### src/rtl/fetch_unit.sv
// Instruction fetch stage: sequences the PC, fetches over a req/ack handshake and presents
// decoded fields under valid/ready. Optional illegal-opcode trap via FETCH_ILLEGAL_TRAP_EN.
module fetch_unit #(
  parameter int unsigned         PC_WIDTH    = 8,
  parameter int unsigned         INSTR_WIDTH = 16,
  parameter logic [PC_WIDTH-1:0] RESET_PC    = '0
) (
  input  logic                   i_clk,
  input  logic                   i_rst,
  output logic                   o_imem_req,
  output logic [PC_WIDTH-1:0]    o_imem_addr,
  input  logic                   i_imem_ack,
  input  logic [INSTR_WIDTH-1:0] i_imem_rdata,
  output logic                   o_instr_valid,
  input  logic                   i_instr_ready,
  output logic [3:0]             o_opcode,
  output logic [3:0]             o_rd,
  output logic [3:0]             o_rs1,
  output logic [3:0]             o_rs2,
  output logic [PC_WIDTH-1:0]    o_pc_out,
  input  logic                   i_redirect_valid,
  input  logic [PC_WIDTH-1:0]    i_redirect_pc,
  output logic                   o_illegal
);

  localparam logic [1:0] StIdle = 2'd0;
  localparam logic [1:0] StReq  = 2'd1;
  localparam logic [1:0] StHold = 2'd2;
`ifdef FETCH_ILLEGAL_TRAP_EN
  localparam logic [1:0] StTrap = 2'd3;
`endif

  logic [1:0]             r_state, w_state;
  logic [PC_WIDTH-1:0]    r_pc, w_pc;
  logic [PC_WIDTH-1:0]    r_pc_out, w_pc_out;
  logic [INSTR_WIDTH-1:0] r_instr, w_instr;
  logic                   r_valid, w_valid;
  logic                   r_req, w_req;
`ifdef FETCH_ILLEGAL_TRAP_EN
  logic                   r_illegal, w_illegal;
  logic                   w_bad_opcode;

  assign w_bad_opcode = i_imem_rdata[INSTR_WIDTH-1 -: 4] > 4'd3;
`endif

  always_comb begin
    w_state  = r_state;
    w_pc     = r_pc;
    w_pc_out = r_pc_out;
    w_instr  = r_instr;
    w_valid  = r_valid;
    w_req    = r_req;
`ifdef FETCH_ILLEGAL_TRAP_EN
    w_illegal = r_illegal;
`endif
    case (r_state)
      StIdle: begin
        w_state = StReq;
        w_req   = 1'b1;
      end
      StReq: begin
        // Redirect wins over a same-cycle ack: the returned word is dropped.
        if (i_redirect_valid) begin
          w_pc = i_redirect_pc;
        end else if (i_imem_ack) begin
          w_instr  = i_imem_rdata;
          w_pc_out = r_pc;
          w_pc     = r_pc + PC_WIDTH'(1);
          w_req    = 1'b0;
`ifdef FETCH_ILLEGAL_TRAP_EN
          if (w_bad_opcode) begin
            w_state   = StTrap;
            w_illegal = 1'b1;
          end else begin
            w_state = StHold;
            w_valid = 1'b1;
          end
`else
          w_state = StHold;
          w_valid = 1'b1;
`endif
        end
      end
      StHold: begin
        if (i_redirect_valid) begin
          w_pc    = i_redirect_pc;
          w_valid = 1'b0;
          w_req   = 1'b1;
          w_state = StReq;
        end else if (i_instr_ready) begin
          w_valid = 1'b0;
          w_req   = 1'b1;
          w_state = StReq;
        end
      end
`ifdef FETCH_ILLEGAL_TRAP_EN
      StTrap: begin
        if (i_redirect_valid) begin
          w_pc      = i_redirect_pc;
          w_illegal = 1'b0;
          w_req     = 1'b1;
          w_state   = StReq;
        end
      end
`endif
      default: begin
        w_state = StIdle;
        w_req   = 1'b0;
        w_valid = 1'b0;
      end
    endcase
  end

  always_ff @(posedge i_clk) begin
    if (i_rst) begin
      r_state  <= StIdle;
      r_pc     <= RESET_PC;
      r_pc_out <= '0;
      r_instr  <= '0;
      r_valid  <= 1'b0;
      r_req    <= 1'b0;
`ifdef FETCH_ILLEGAL_TRAP_EN
      r_illegal <= 1'b0;
`endif
    end else begin
      r_state  <= w_state;
      r_pc     <= w_pc;
      r_pc_out <= w_pc_out;
      r_instr  <= w_instr;
      r_valid  <= w_valid;
      r_req    <= w_req;
`ifdef FETCH_ILLEGAL_TRAP_EN
      r_illegal <= w_illegal;
`endif
    end
  end

  assign o_imem_req    = r_req;
  assign o_imem_addr   = r_pc;
  assign o_instr_valid = r_valid;
  assign o_opcode      = r_instr[INSTR_WIDTH-1 -: 4];
  assign o_rd          = r_instr[11:8];
  assign o_rs1         = r_instr[7:4];
  assign o_rs2         = r_instr[3:0];
  assign o_pc_out      = r_pc_out;
`ifdef FETCH_ILLEGAL_TRAP_EN
  assign o_illegal     = r_illegal;
`else
  assign o_illegal     = 1'b0;
`endif

endmodule
### config.mk
export PLATFORM = sky130hd
export DESIGN_NAME = fetch_unit
export DESIGN_NICKNAME = d
export VERILOG_FILES = /design/src/rtl/fetch_unit.sv
export SDC_FILE = /design/constraint.sdc
export NUM_CORES = 1
export LEC_CHECK = 0
export BUFFER_PORTS_ARGS = -buffer_cell sky130_fd_sc_hd__buf_2
export CAP_MARGIN = 20
export CELL_PAD_IN_SITES_DETAIL_PLACEMENT = 1
export CELL_PAD_IN_SITES_GLOBAL_PLACEMENT = 1
export CORE_MARGIN = 8
export CORE_UTILIZATION = 33
export CTS_CLUSTER_DIAMETER = 80
export DETAILED_ROUTE_END_ITERATION = 10
export GPL_TIMING_DRIVEN = 0
export MAX_ROUTING_LAYER = met4
export PLACE_DENSITY = 0.82
export SKIP_CTS_REPAIR_TIMING = 1
export SYNTH_ARGS = -nofsm -noshare
export SYNTH_HDL_FRONTEND = slang
export SYNTH_SLANG_ARGS = --single-unit
export TNS_END_PERCENT = 100
### constraint.sdc
create_clock -name i_clk -period 1.7 [get_ports i_clk]
set_input_delay 0.34 -clock i_clk [delete_from_list [all_inputs] [get_ports i_clk]]
set_output_delay 0.34 -clock i_clk [all_outputs]
set_load 0.01 [all_outputs]
[Word level (Yosys, flattened, before mapping)]
Cells that the tools add are included.
Storage, ports and cells
  register bits after elaboration: 36
  output and inout port bits: 35
  logic and storage cells: 41
Operators by class
  add/sub/neg operators: 1
  eq/ne operators: 7
  mux-type cells: 19
  bitwise gates (word level): 2
  reductions and logical operators: 6
Operator list (count)
  $mux W8: 3
  $pmux W8 S2: 1
  $reduce_and A3 Y1: 3
  $add A8 B1 Y8 const B: 1
  $mux W1: 8
  $mux W2: 4
  $ne A2 B2 Y1 const B: 3
  $ne A3 B3 Y1 const B: 2
  $pmux W1 S3: 2
  $pmux W2 S3: 1
  $reduce_and A4 Y1: 1
  $eq A2 B1 Y1 const B: 1
  $eq A2 B2 Y1 const B: 1
  $logic_not A2 Y1: 1
  $not A1 Y1: 2
  $reduce_bool A2 Y1: 1

[Longest topological paths before layout]
  word-level depth: 4
  gate-level depth with buffers: 7
  gate-level depth less buffers: 5

[Worst setup path before layout]
OpenSTA, ideal clock, no wires.
  path type: input to register
  start: in i_redirect_valid
  end: reg r_instr[6]
  setup time: 0.132 ns
  arrival time: 1.368 ns
  required time: 1.568 ns
  setup slack: 0.200 ns
  stages on the path: 7
  cells stage by stage: buf_2 > nand3b_1 > or2_2 > buf_2 > buf_2 > nand2_1 > a21oi_1
On the way
  word-level cells in the longest chain between the ends: 2
RTL lines
  start, declared: RTL line 21  | input logic i_redirect_valid,
  $not A1 Y1 (no source line)
  $reduce_and A3 Y1 (no source line)
  end signal, assigned: RTL line 129  | r_instr <= w_instr;
  end, declared: RTL line 36  | logic [INSTR_WIDTH-1:0] r_instr, w_instr;
Every way passes these cells.
A chain may end at the register's enable or synchronous reset.

[Worst setup path in the final report]
  start: reg r_state[0]
  end: reg r_instr[6]
On the way
  word-level cells in the longest chain between the ends: 2
RTL lines
  start, declared: RTL line 33  | logic [1:0] r_state, w_state;
  start signal, assigned: RTL line 116  | r_state <= StIdle;
  start signal, assigned: RTL line 126  | r_state <= w_state;
  $eq A2 B1 Y1: RTL line 56  | case (r_state)
  $reduce_and A3 Y1 (no source line)
Every way passes these cells.

==> impl_metrics.ini <==
[route]
wl_per_cell_um = 14.8
first_pass_iters = 4
dr.first_iter.drc_count = 82
detail_route.drc_violations = 0
drt-total-wl_um = 4730
routed_via_density = 5.01
drtAntennaViolNets = 0
vias = 1599

[critical_path]
setup.worst_path.start = r_state[0]
crit_path_start_kind = flop
worstReg2RegEnd = r_instr[6]
cp_data_arrival_time_ps = 1670
critical-path-top-cell-by-count = buf_2
cp_cell_sequence = nand3b_1 -> or2_2 -> buf_2 -> buf_2 -> nand2_1 -> a21oi_1
worst-path-max-fanout = 10
r2r_startpoint = r_state[0]
max_stage_delay_ps = 410
cp.required_ps = 1860
r2r.worst_path.cells = 6
critPathKind = reg -> reg
critPathCapture = r_instr[6]
worst_path_max_delay_cell = dfxtp_2
timing.reg2reg.setup_slack_ps = 190
endpoint_kind = flop

[clock_network]
clkSinkCount = 36
tritoncts = done
clk_root_buffer_cell = clkbuf_8
tritoncts.num_buffers = 5
htree_num_levels = 2
clock_path_buffers = 2
clkTransAtPathRegs_ps = 70
later_pin_clock_latency_in_the_skew_report_ps = 290

[sta]
max_slew.worst_pin.slew_ps = 546
setup_violations = 0
slew_headroom_pct = 63.6
fin_tns_setup_ps = 0
final_period_minus_worst_setup_slack_ps = 1510
final_hold_viol_count = 0
maxSlewViolCount = 0
achievable_clock_frequency_mhz = 664
grt_setup_unrepaired = false
period_share_pct = 88.6
fin_skew_ps = 4.50

[logic_synthesis]
synthDistinctLibCells = 37
ys_warn_count = 0
post_synthesis_cell_area_um2 = 1540
synth_area_leaders = dfxtp_1 (47%), nand2_1 (13%), a21oi_1 (11%)
yosysSeqAreaShare_pct = 46.8
syn-instance-count = 197
dominant_cell_type_by_area_after_synthesis = dfxtp_1
synth_seq_cells = 36
synthDominantCellAreaShare_pct = 46.8
synth_fp_nets = 227
syn_area_per_cell_um2 = 7.82

[final_layout]
area.growth.synth_to_final_pct = 31.2
ratio_of_cells_with_drive_above_1_in_the_final_layout_pct = 30.9
final_cell_mix = buf_2 (66), nand2_1 (54), dfxtp_1 (35)
antenna_cells_inserted = 0
layout_commonest_cell = buf_2
design.final.nets = 294
final_core_utilization_pct = 43.9

[worst_hold_path]
worstHoldPathType = in -> reg
min_delay_path_depth = 3

[job]
max-cap-violations = 0

[floorplanning]
fp-row-count = 25
floorplan.die.height_um = 84.3
die_width_um = 84.3
core-area_um2 = 4600
fp.dieArea_um2 = 7110
initial_core_util_pct = 33.5
num_io_pins = 64

[placement]
buffers_on_ports = 60
place.gp.congestion = 0.795
dp.final_hpwl_um = 3500

[outcome]
outcome = finished, final reports clean

[grt]
grt_overflow_total = 0
vias_in_the_first_global_route = 1557
antenna_found_initial = 0
global_route.usage.total_pct = 13.9
grt_max_degree = 12
grt_first_pass_wirelength_um = 7860

[power_and_ir_drop]
power-per-cell-area_nw_per_um2 = 928
total_leakage_power_nw = 0.869
irDropWorstVdd_uv = 243
## worst min path at each step
| stage | from | end | slack, ps |
|---|---|---|---|
| finish | i_imem_rdata[14] | r_instr[14] | 280 |
| floorplan | i_imem_rdata[0] | r_instr[0] | 480 |
| global route | i_imem_rdata[1] | r_instr[1] | 280 |
| CTS | i_imem_rdata[14] | r_instr[14] | 270 |
| global placement | r_instr[15] | r_instr[15] | 440 |
| detailed placement | r_instr[5] | r_instr[5] | 450 |
## routing by layer
| metal | track usage, % | vias up | routed length (µm) |
|---|---|---|---|
| li1 | - | 809 | - |
| met1 | 16.0 | 750 | 2060 |
| met2 | 21.7 | 32 | 2310 |
| met5 | - | - | 0 |
| met3 | 4.26 | 8 | 241 |
| met4 | 6.28 | 0 | 109 |
## registers in the layout, summed over array words and instances (netlist names)
signal / cells
r_instr: 16
o_imem_addr: 8
o_pc_out: 8
r_state: 2
o_imem_req: 1
o_instr_valid: 1
## stage by stage
| stage | setup slack, ps | std cells | hold slack [ps] | power (mW) | instance area [µm²] |
|---|---|---|---|---|---|
| CTS | 112 | 319 | 273 | 1.90 | 2020 |
| global placement | 54.4 | 311 | 440 | 1.15 | 1910 |
| global route | 72.6 | 319 | 277 | 1.96 | 2020 |
| finish | 193 | 319 | 277 | 1.87 | 2020 |
| detailed placement | 24.3 | 311 | 447 | 1.15 | 1910 |
| floorplan | 200 | 197 | 476 | 1.05 | 1540 |
## power by group
part / switching (mW) / internal, mW / leakage [nW]
Clock: 0.306 / 0.435 / 0.0552
Sequential: 0.0322 / 0.876 / 0.293
Combinational: 0.130 / 0.0953 / 0.521
## logic make-up after synthesis
logic type,after synthesis,synth area share (%)
compound gates,57,22.4
fa+ha+maj,1,0.812
buf+inv,20,6.09
flops,36,46.8
other cells,1,0.243
simple gates,82,23.6
## final cells by class
| type | instances | area [µm²] |
|---|---|---|
| buffer | 15 | 76.3 |
| clock inverter | 2 | 35.0 |
| timing repair buffer | 60 | 300 |
| fill | 619 | 2580 |
| clock buffer | 6 | 72.6 |
| tap | 54 | 67.6 |
| multi-input combinational | 141 | 728 |
| inverter | 5 | 18.8 |
| sequential | 36 | 722 |
## synthesized netlist by cell type, drive strengths merged
cell,instances
buf,10
dfxtp,36
a22oi,2
nand2,54
and3b,1
or2,2
nor2,6
nor3,5
nand3b,1
nand3,3
o31a,1
ha,1
a21oi,34
o2bb2ai,2
nor4b,1
a311oi,1
nor4,3
and4,1
o31ai,1
inv,5
o32ai,3
a2bb2oi,2
o21a,2
o21ai,8
a221oi,1
clkbuf,5
and3,1
nand2b,1
nor2b,3
conb,1
## worst max-delay path: cells and delay by family (launching register included)
kind,cells,cell delay [ps]
flops,1,410
buf+inv,2,370
compound gates,1,60
simple gates,3,530
No activity file was read; power rests on OpenSTA's default activity.
